**src/rtl/sat_pkg.sv**
```systemverilog
// Shared types and helpers for the saturating/rounding pipeline
// (sat_round_pipe, sat_round_lane).
package sat_pkg;

    typedef enum logic [1:0] {
        RND_TRUNC      = 2'd0,
        RND_HALF_UP    = 2'd1,
        RND_CONVERGENT = 2'd2,
        RND_RSVD       = 2'd3
    } round_mode_t;

    function automatic longint max_val(input int ow);
        return (longint'(1) << (ow - 1)) - longint'(1);
    endfunction

    // The symmetric range gives up the most negative code so that |min| == max.
    function automatic longint min_val(input int ow, input int sym);
        return (sym != 0) ? -max_val(ow) : -(longint'(1) << (ow - 1));
    endfunction

endpackage

```
**src/rtl/sat_round_lane.sv**
```systemverilog
// One channel: stage-1 rounding shift, stage-2 saturation, sticky flag and,
// when SAT_ROUND_PIPE_STATS_EN is defined, a saturating event counter.
module sat_round_lane
    import sat_pkg::*;
#(
    parameter int IW        = 16,
    parameter int OW        = 8,
    parameter int SHIFT     = 4,
    parameter int SYMMETRIC = 0,
    parameter int CNT_W     = 16
) (
    input  logic             clk,
    input  logic             rst_n,
    input  logic             en_p1_i,
    input  logic             en_p2_i,
    input  logic             vld_p2_i,
    input  logic             clr_i,
    input  logic [IW-1:0]    x_i,
    input  logic [1:0]       mode_i,
    output logic [OW-1:0]    y_o,
    output logic             sat_o,
    output logic             sticky_o,
    output logic [CNT_W-1:0] cnt_o
);
    localparam int RW = IW - SHIFT + 1;
    localparam logic [IW:0] HALF = (SHIFT > 0) ? ((IW+1)'(1) << ((SHIFT > 0) ? SHIFT - 1 : 0)) : '0;
    localparam logic [IW:0] MASK = ~({(IW+1){1'b1}} << SHIFT);
    localparam logic signed [RW-1:0] MAXV = RW'(max_val(OW));
    localparam logic signed [RW-1:0] MINV = RW'(min_val(OW, SYMMETRIC));

    function automatic logic signed [RW-1:0] round_fn(input logic signed [IW-1:0] x,
                                                       input round_mode_t m);
        logic signed [IW:0] xe;
        logic signed [IW:0] t_full;
        logic signed [IW:0] h_full;
        logic        [IW:0] frac;
        // One guard bit above IW keeps x + HALF from wrapping.
        xe     = {x[IW-1], x};
        t_full = xe >>> SHIFT;
        h_full = (xe + $signed(HALF)) >>> SHIFT;
        frac   = xe & MASK;
        if (SHIFT == 0) return t_full[RW-1:0];
        case (m)
            RND_HALF_UP:    return h_full[RW-1:0];
            RND_CONVERGENT: return (frac == HALF && !t_full[0]) ? t_full[RW-1:0] : h_full[RW-1:0];
            default:        return t_full[RW-1:0];
        endcase
    endfunction

    function automatic logic [OW:0] sat_fn(input logic signed [RW-1:0] r);
        if (r > MAXV)      return {1'b1, MAXV[OW-1:0]};
        else if (r < MINV) return {1'b1, MINV[OW-1:0]};
        else               return {1'b0, r[OW-1:0]};
    endfunction

    logic signed [RW-1:0] r_p1_q, r_p1_d;
    logic [OW:0]          ys_p2_d;
    logic [OW-1:0]        y_p2_q;
    logic                 sat_p2_q;
    logic                 sticky_q, sticky_d;

    assign r_p1_d  = round_fn($signed(x_i), round_mode_t'(mode_i));
    assign ys_p2_d = sat_fn(r_p1_q);

    // Stage 1: rounding
    always_ff @(posedge clk or negedge rst_n) begin
        if (!rst_n)       r_p1_q <= '0;
        else if (en_p1_i) r_p1_q <= r_p1_d;
    end

    // Stage 2: saturation
    always_ff @(posedge clk or negedge rst_n) begin
        if (!rst_n) begin
            y_p2_q   <= '0;
            sat_p2_q <= 1'b0;
        end else if (en_p2_i) begin
            y_p2_q   <= ys_p2_d[OW-1:0];
            sat_p2_q <= ys_p2_d[OW];
        end
    end

    assign sticky_d = clr_i ? 1'b0 : (sticky_q | (vld_p2_i & sat_p2_q));

    always_ff @(posedge clk or negedge rst_n) begin
        if (!rst_n) sticky_q <= 1'b0;
        else        sticky_q <= sticky_d;
    end

`ifdef SAT_ROUND_PIPE_STATS_EN
    logic [CNT_W-1:0] cnt_q, cnt_d;

    always_comb begin
        cnt_d = cnt_q;
        if (clr_i)                                      cnt_d = '0;
        else if (vld_p2_i && sat_p2_q && cnt_q != '1)   cnt_d = cnt_q + CNT_W'(1);
    end

    always_ff @(posedge clk or negedge rst_n) begin
        if (!rst_n) cnt_q <= '0;
        else        cnt_q <= cnt_d;
    end

    assign cnt_o = cnt_q;
`else
    assign cnt_o = '0;
`endif

    assign y_o      = y_p2_q;
    assign sat_o    = sat_p2_q;
    assign sticky_o = sticky_q;

endmodule

```
**src/rtl/sat_round_pipe.sv**
```systemverilog
// N-channel 2-cycle round-and-saturate pipeline with shared valid chain.
// Optional per-channel saturation counters: define SAT_ROUND_PIPE_STATS_EN.
module sat_round_pipe
    import sat_pkg::*;
#(
    parameter int N         = 2,
    parameter int IW        = 16,
    parameter int OW        = 8,
    parameter int SHIFT     = 4,
    parameter int SYMMETRIC = 0,
    parameter int CNT_W     = 16
) (
    input  logic               clk,
    input  logic               rst_n,
    input  logic               valid_i,
    input  logic [N*IW-1:0]    x_i,
    input  logic [1:0]         mode_i,
    input  logic               clr_i,
    output logic               valid_o,
    output logic [N*OW-1:0]    y_o,
    output logic [N-1:0]       sat_o,
    output logic [N-1:0]       sticky_o,
    output logic [N*CNT_W-1:0] sat_cnt_o
);
    logic vld_p1_q;
    logic vld_p2_q;

    // Stage 1 / stage 2 valid chain
    always_ff @(posedge clk or negedge rst_n) begin
        if (!rst_n) begin
            vld_p1_q <= 1'b0;
            vld_p2_q <= 1'b0;
        end else begin
            vld_p1_q <= valid_i;
            vld_p2_q <= vld_p1_q;
        end
    end

    assign valid_o = vld_p2_q;

    for (genvar k = 0; k < N; k++) begin : g_lane
        sat_round_lane #(
            .IW        (IW),
            .OW        (OW),
            .SHIFT     (SHIFT),
            .SYMMETRIC (SYMMETRIC),
            .CNT_W     (CNT_W)
        ) u_lane (
            .clk      (clk),
            .rst_n    (rst_n),
            .en_p1_i  (valid_i),
            .en_p2_i  (vld_p1_q),
            .vld_p2_i (vld_p2_q),
            .clr_i    (clr_i),
            .x_i      (x_i[k*IW +: IW]),
            .mode_i   (mode_i),
            .y_o      (y_o[k*OW +: OW]),
            .sat_o    (sat_o[k]),
            .sticky_o (sticky_o[k]),
            .cnt_o    (sat_cnt_o[k*CNT_W +: CNT_W])
        );
    end

endmodule

```
**config.mk**
```make
export PLATFORM = sky130hd
export DESIGN_NAME = sat_round_pipe
export DESIGN_NICKNAME = d
export VERILOG_FILES = /design/src/rtl/sat_pkg.sv /design/src/rtl/sat_round_lane.sv /design/src/rtl/sat_round_pipe.sv
export SDC_FILE = /design/constraint.sdc
export NUM_CORES = 1
export LEC_CHECK = 0
export CAP_MARGIN = 10
export CORE_MARGIN = 3
export CORE_UTILIZATION = 35
export CTS_CLUSTER_SIZE = 28
export DETAILED_ROUTE_END_ITERATION = 7
export GPL_ROUTABILITY_DRIVEN = 0
export GPL_TIMING_DRIVEN = 0
export PLACE_DENSITY = 0.72
export SYNTH_ARGS = -nofsm -noshare
export SYNTH_HDL_FRONTEND = slang
export SYNTH_SLANG_ARGS = --single-unit
```
**constraint.sdc**
```tcl
create_clock -name clk -period 1.6 [get_ports clk]
set_input_delay 0.32 -clock clk [delete_from_list [all_inputs] [get_ports clk]]
set_output_delay 0.32 -clock clk [all_outputs]
set_load 0.005 [all_outputs]
```
==> results.md, run 1 <==
* I/O Buffers at 58
* Largest net degree at the start of global routing at 26
* CTS tree: built
* Number of global-route vias before repair at ~2900
* Syn Std Cell Area at between 3000 and 4000 um^2
* Max Cap Viol at 0
* First-pass GRT wire length at 13800 um
* Sequential fraction of the synthesis area at between 30% and 40%
* Critical Path End: g_lane[1].u_lane.r_p1_q[9]
* Tot GR Track Use at between 15 and 20%
* Main flop type after synthesis: dfrtp_1
* Count leader, synth: dfrtp_1
* R2R depth at 4
* Critical R2R Launch: vld_p1_q
* Post-synth top area cell: dfrtp_1
* CTS clk-pin slew, worst paths at ~0.10 ns
* Layout Nets at slightly above 500
* LEAKAGE at just under 2 nW
* Worst-Skew Late Latency at around 0.31 ns
* Die H at about 100 um
* Crit Path Category: in -> reg
* Final setup fails at 0
* Starting density of the core at 36.8%
* CTS Buf Count at 5
* Final Util at around half
* Remaining global-route overflow at 0
* Worst slew pin tran at just over 0.6 ns
* Maximum VDD drop at between 0.3 and 0.4 mV
* PD cells at about 760 nW/um^2
* Min cycle time layout at 1.57 ns
* Final Hold Vio Count at 0
* CTS Sinks at between 40 and 50
* H-tree depth at 2
* Routed Antenna Nets at 0
* Num ports at 91
* Critical Path Fanout Max at 7
* Worst Setup End Kind: flip-flop
* Area Growth Syn to Fin at 37.9%
* Outcome: complete, no violations
* Die Area at 10000 um^2
* Avg Inst Size Synth at 8.60 um^2
* Cts hold-fix bufs at 0
* Initial antenna violation count at 0
* Slew Limit Fails at 0
* Die width at between 100 and 150 um
* # diodes at 0
* Post-synth EDFFs at 0
* Violation count after the first detailed-route iteration at between 200 and 250
* DRC viols at 0
* Critical Path AT at around 1.8 ns
* Post-Syn Instances at approximately 360
* Total vias in the final route at between 3000 and 4000
* HP Class: in -> async
* WL/cell at between 10 and 15 um
* Req. time, crit path at approximately 1.8 ns
* CP Launch Type: input pin
* RSZ-0062 raised after global routing: true
* Async S/R FF share, synth at between 90% and 100%
* Share of the synthesized area in the top cell type at about two fifths
* Fmax at 636 MHz
* Fin worst setup slack at 0.0276 ns
* Core Area at approximately 8400 um^2
* Reg-to-Reg End: g_lane[0].u_lane.y_o[4]
* Yosys cell types at 52
* Post-detailed-routing wire length at between 8000 and 9000 um
* Routed vias/inst at around 5.4
* Period utilization at about 98%
* Crit path from: x_i[26]
* Slew HR at 58.8%
* Final std cells w/o fill at between 500 and 600
* Final HPWL DP at ~6300 um
* Overall power at 3.26 mW
* Worst Hold Slack at 0.00168 ns
* Register bit count reported by yosys at 48
* Top cells by area, synth: dfrtp_1 (39%), buf_4 (9.2%), o21ai_0 (4.8%), a21oi_1 (3.7%), nor2_1 (3.6%)
* Synth warn at 0
* Clk buf depth at 2
* Placed cells at roughly 560
* Reg2reg setup slack at around 0.24 ns
* Most frequent cells after synthesis: dfrtp_1 (48), buf_4 (38), nor2_1 (30), o21ai_0 (30), inv_1 (24)
* Row count at 33
* Initial DRT Pass Iterations at 6
* Share of cells above drive strength 1 at roughly 22%
* Post-Place Setup Slack at -1.01 ns
* Clk Tree Root Cell: clkbuf_8
* Fin Clk Skew at about 0.0083 ns
## how the worst min path moves through the flow
stage | start | endpoint | slack, ns | cells past startpoint
6_report | rst_n | g_lane[1].u_lane.r_p1_q[7] | 0.002 | 1
5_1_grt | rst_n | g_lane[1].u_lane.r_p1_q[7] | 0.04 | 1
4_1_cts | rst_n | g_lane[1].u_lane.r_p1_q[11] | 0.03 | 1
3_5_place_dp | vld_p1_q | valid_o | 0.36 | 0
3_3_place_gp | vld_p1_q | valid_o | 0.36 | 0
2_1_floorplan | rst_n | g_lane[0].u_lane.r_p1_q[0] | 0.02 | 0
## placed cells by master, fill, tap and decap left out, drive strengths merged, types with 4 or more instances in the layout
cell / n
nor3: 4
a21oi: 23
mux2i: 4
conb: 32
clkdlybuf4s50: 32
and3: 7
o211ai: 14
clkbuf: 18
nor2: 31
nand3: 13
a211oi: 8
dlygate4sd2: 12
nand4: 5
dlymetal6s2s: 7
a31oi: 12
nand2: 19
buf: 60
nor2b: 4
dfrtp: 48
o21ai: 32
ha: 4
inv: 24
## cell type report
class,count,area [um^2]
Clock inverter,2,15.0
Tap cell,105,131
Buffer,54,390
Multi-Input combinational cell,262,1660
Inverter,24,92.6
Sequential cell,48,1200
Fill cell,818,4150
Timing Repair Buffer,72,704
Clock buffer,6,82.6
## per-stage QoR
step	TNS, ns	instance area [um^2]
3_3_place_gp	-69.65	3990
5_1_grt	-0.0222	4280
4_1_cts	0	4230
3_5_place_dp	-16.97	4010
2_1_floorplan	-0.0451	3270
6_report	0	4280
## worst max-delay path, stage by stage
cell	delay, ns
clkdlybuf4s50_1	0.60
and3_1	0.20
nand3_1	0.09
a31o_1	0.23
a221o_2	0.33
## where the power goes
part / switching (mW) / internal [mW] / total [mW]
Combinational: 0.474 / 0.528 / 1.00
Sequential: 0.103 / 1.37 / 1.48
Clock: 0.431 / 0.351 / 0.782
## state kept, by name, indices dropped and copies added, names as in the netlist
name / count
valid_o: 1
vld_p1_q: 1
g_lane.u_lane.sticky_o: 2
g_lane.u_lane.y_o: 16
g_lane.u_lane.sat_o: 2
g_lane.u_lane.r_p1_q: 26
## cell families (layout without fill, tap and decap cells)
kind of cell,Yosys count,count (layout),synth area share (%)
compound gates,115,115,24.7
fa+ha+maj,4,4,1.61
buf+inv,82,158,14.8
flops,48,48,38.7
mux,7,7,2.38
other cells,1,32,0.121
simple gates,104,104,17.7
## repair_timing
item,CTS,global route
setup buffers,12,1
pin swaps,8,5
endpoints found under the setup margin,28,19
cloned,0,0
gates resized for setup,45,23
## layer usage
metal / track usage, % / vias to the layer above / part of all wire [%]
li1: - / 1455 / -
met1: 21.9 / 1443 / 42
met2: 27.6 / 159 / 48
met3: 2.50 / 21 / 7.7
met4: 6.11 / 0 / 2.5
met5: 0 / - / 0
(Power assumes the default switching activity.)
==> inputs of run 2 (changes only) <==
CORE_MARGIN = 2   (was 3)
==> run 2 against run 1 <==
Net effect:
- global-route usage increased by 0.26 points
- die area down 4.0%
- register-to-register slack hardly changed
- count of clock-buffer cells in the layout down 1
- via count fell by 3.2%
- total power increased by 6.2%
- critical path type unchanged
==> results.md, run 2 (synthesized netlist as in run 1, its figures left out) <==
* Remaining global-route overflow at 0 (unchanged)
* CTS clk-pin slew, worst paths at 0.08 ns (was 0.10 ns)
* Sw Ratio at 27.9% (was 30.9%)
* Die Area at 9630 um^2 (was 10000 um^2)
* Area Growth Syn to Fin at 37.7% (was 37.9%)
* I/O Buffers at 58 (unchanged)
* Outcome: complete, no violations (unchanged)
* Crit Path Category: in -> reg (unchanged)
* Slew HR at 62.3% (was 58.8%)
* Min cycle time layout at 1.54 ns (was 1.57 ns)
* Initial DRT Pass Iterations at 5 (was 6)
* Share of cells above drive strength 1 at 22.6% (was 22.4%)
* Critical Path Fanout Max at 7 (unchanged)
* Worst Setup End Kind: flip-flop (unchanged)
* WL/cell at 14.0 um (was 14.6 um)
* RSZ-0062 raised after global routing: false (was true)
* Critical Path AT at 1.77 ns (about the same)
* Num ports at 91 (unchanged)
* Largest Register: g_lane.u_lane.r_p1_q (unchanged)
* LEAKAGE at 1.96 nW (was 1.93 nW)
* CP max-delay cell: or4_1 (was clkdlybuf4s50_1)
* CTS Buf Count at 5 (unchanged)
* Layout Nets at 506 (was 509)
* Overall power at 3.46 mW (was 3.26 mW)
* Largest net degree at the start of global routing at 37 (was 26)
* Sequential share of power at 42.7% (was 45.3%)
* Routed Antenna Nets at 0 (unchanged)
* Tot GR Track Use at 16.9% (was 16.6%)
* Crit path buf inv count at 2 (was 1)
* Period utilization at 96.4% (was 98.3%)
* Total vias in the final route at 2981 (was 3078)
* Fin Clk Skew at 0.00316 ns (was 0.00829 ns)
* Worst-Skew Late Latency at 0.30 ns (was 0.31 ns)
* Clk network pwr share at 29.1% (was 24.0%)
* Fmax at 648 MHz (was 636 MHz)
* Most common cell after layout, fill and taps aside: dfrtp_1 (was buf_4)
* Final Hold Vio Count at 0 (unchanged)
* First-pass GRT wire length at 13500 um (was 13800 um)
* Clk buf depth at 2 (unchanged)
* Final HPWL DP at 6080 um (was 6260 um)
* Filler cells at 830 (was 818)
* Clk Tree Root Cell: clkbuf_8 (unchanged)
* Row count at 34 (was 33)
* DRC viols at 0 (unchanged)
* Core Area at 8680 um^2 (was 8420 um^2)
* Routed vias/inst at 5.21 (was 5.37)
* CP Launch Type: input pin (unchanged)
* CTS Sinks at 48 (unchanged)
* PD cells at 811 nW/um^2 (was 762 nW/um^2)
* CP Cell Sequence: clkdlybuf4s15_1, and4_1, clkbuf_2, nand4_1, or4_1, a31oi_1 (was clkdlybuf4s50_1, and3_1, nand3_1, a31o_1, a221o_2)
* Initial antenna violation count at 0 (unchanged)
* CTS tree: built (unchanged)
* Logic pwr share at 28.2% (was 30.7%)
* Starting density of the core at 35.8% (was 36.8%)
* Post-detailed-routing wire length at 8020 um (was 8340 um)
* Number of global-route vias before repair at 2805 (was 2923)
* Setup TNS at 0 ns (unchanged)
* Final setup fails at 0 (unchanged)
* Top delay family on crit path: simple AND/OR/NAND/NOR gates (was buffers and inverters)
* Crit path largest cell delay at 0.42 ns (was 0.60 ns)
* HP Class: in -> reg (was in -> async)
* Max FFs per register at 26 (unchanged)
* # diodes at 0 (unchanged)
* Most frequent cells in the layout: dfrtp_1 (48), buf_4 (47), conb_1 (32), nor2_1 (30), clkdlybuf4s50_1 (30) (was buf_4 (50), dfrtp_1 (48), conb_1 (32), clkdlybuf4s50_1 (32), nor2_1 (30))
* Maximum VDD drop at 0.383 mV (was 0.367 mV)
* Max Cap Viol at 0 (unchanged)
* Req. time, crit path at 1.82 ns (was 1.80 ns)
* Die width at 98.2 um (was 100 um)
* Die H at 98.2 um (was 100 um)
* Slew Limit Fails at 0 (unchanged)
* Worst slew pin tran at 0.565 ns (was 0.618 ns)
* Internal at 2.50 mW (was 2.25 mW)
* H-tree depth at 2 (unchanged)
* Violation count after the first detailed-route iteration at 296 (was 240)
* P_sw at 0.965 mW (was 1.01 mW)
-- run 2: cell count changes in the layout (fill, tap and decap cells not counted), moves of 2 or more --
cell and delta:
dlymetal6s2s_1 +2, dlygate4sd2_1 -5, clkbuf_2 +3, clkdlybuf4s50_1 -2, bufinv_16 +2, buf_4 -3
clkinvlp_4 -2
-- run 2: stage by stage --
stage | cells | utilization, % | worst slack [ns] | hold WS (ns) | area, um^2
finish | 572 | 49.2 | 0.0573 | 0.301 | 4270
CTS | 572 | 48.6 | 0.00328 | 0.382 | 4220
global route | 572 | 49.2 | 0.00119 | 0.312 | 4270
detailed placement | 559 | 46.1 | -0.979 | 0.241 | 4000
floorplan | 392 | - | -0.0451 | 0.0244 | 3270
global placement | 558 | 46.0 | -1.12 | 0.361 | 3990
-- run 2: worst paths after layout --
path                          start                          to  slack [ns]  cells past startpoint
max                          x_i[5]  g_lane[0].u_lane.r_p1_q[8]        0.06                      6
min                         valid_i                    vld_p1_q        0.30                      1
max reg2reg                vld_p1_q     g_lane[1].u_lane.y_o[1]        0.24                      4
min reg2reg                vld_p1_q                     valid_o        0.38                      0
max in group asynchronous     rst_n  g_lane[0].u_lane.r_p1_q[4]        0.66                      3
min in group asynchronous     rst_n  g_lane[1].u_lane.r_p1_q[8]        0.45                      2
-- run 2: layout make-up --
cell class | instances | area, um^2 | area share (%)
multi-input combinational | 262 | 1680 | 39.3
sequential | 48 | 1200 | 28.1
timing repair buffer | 69 | 647 | 15.1
buffer | 54 | 389 | 9.11
tap | 108 | 135 | 3.16
inverter | 24 | 92.6 | 2.17
clock buffer | 5 | 68.8 | 1.61
clock inverter | 2 | 60.1 | 1.41
-- run 2: power groups by stage --
| stage | sequential (mW) | clock [mW] | combinational (mW) |
|---|---|---|---|
| 2_1_floorplan | 1.49 | 0 | 0.497 |
| 3_3_place_gp | 1.50 | 0 | 0.906 |
| 3_5_place_dp | 1.51 | 0 | 0.932 |
| 4_1_cts | 1.48 | 1.03 | 0.967 |
| 5_1_grt | 1.50 | 1.08 | 1.08 |
| 6_report | 1.48 | 1.01 | 0.976 |
-- run 2: metal layers --
metal	vias up	global-route usage (%)	wire [um]
li1	1442	-	-
met1	1372	22.9	3480
met3	19	2.51	543
met2	148	27.5	3810
met5	-	0	0
met4	0	6.01	183
-- run 2: what timing repair did --
item                                    in CTS  in global routing
buffers inserted                             9                  0
pin swaps                                    6                  4
endpoints found under the setup margin      28                 24
hold buffers                                 1                  0
resized for setup                           45                 37
endpoints found under the hold margin       12                  0
==> inputs of run 3 (changes only) <==
CTS_CLUSTER_DIAMETER = 150   (was not set)
==> results of run 3 <==
No change in the layout: final DEF, timing and power equal those of run 2.
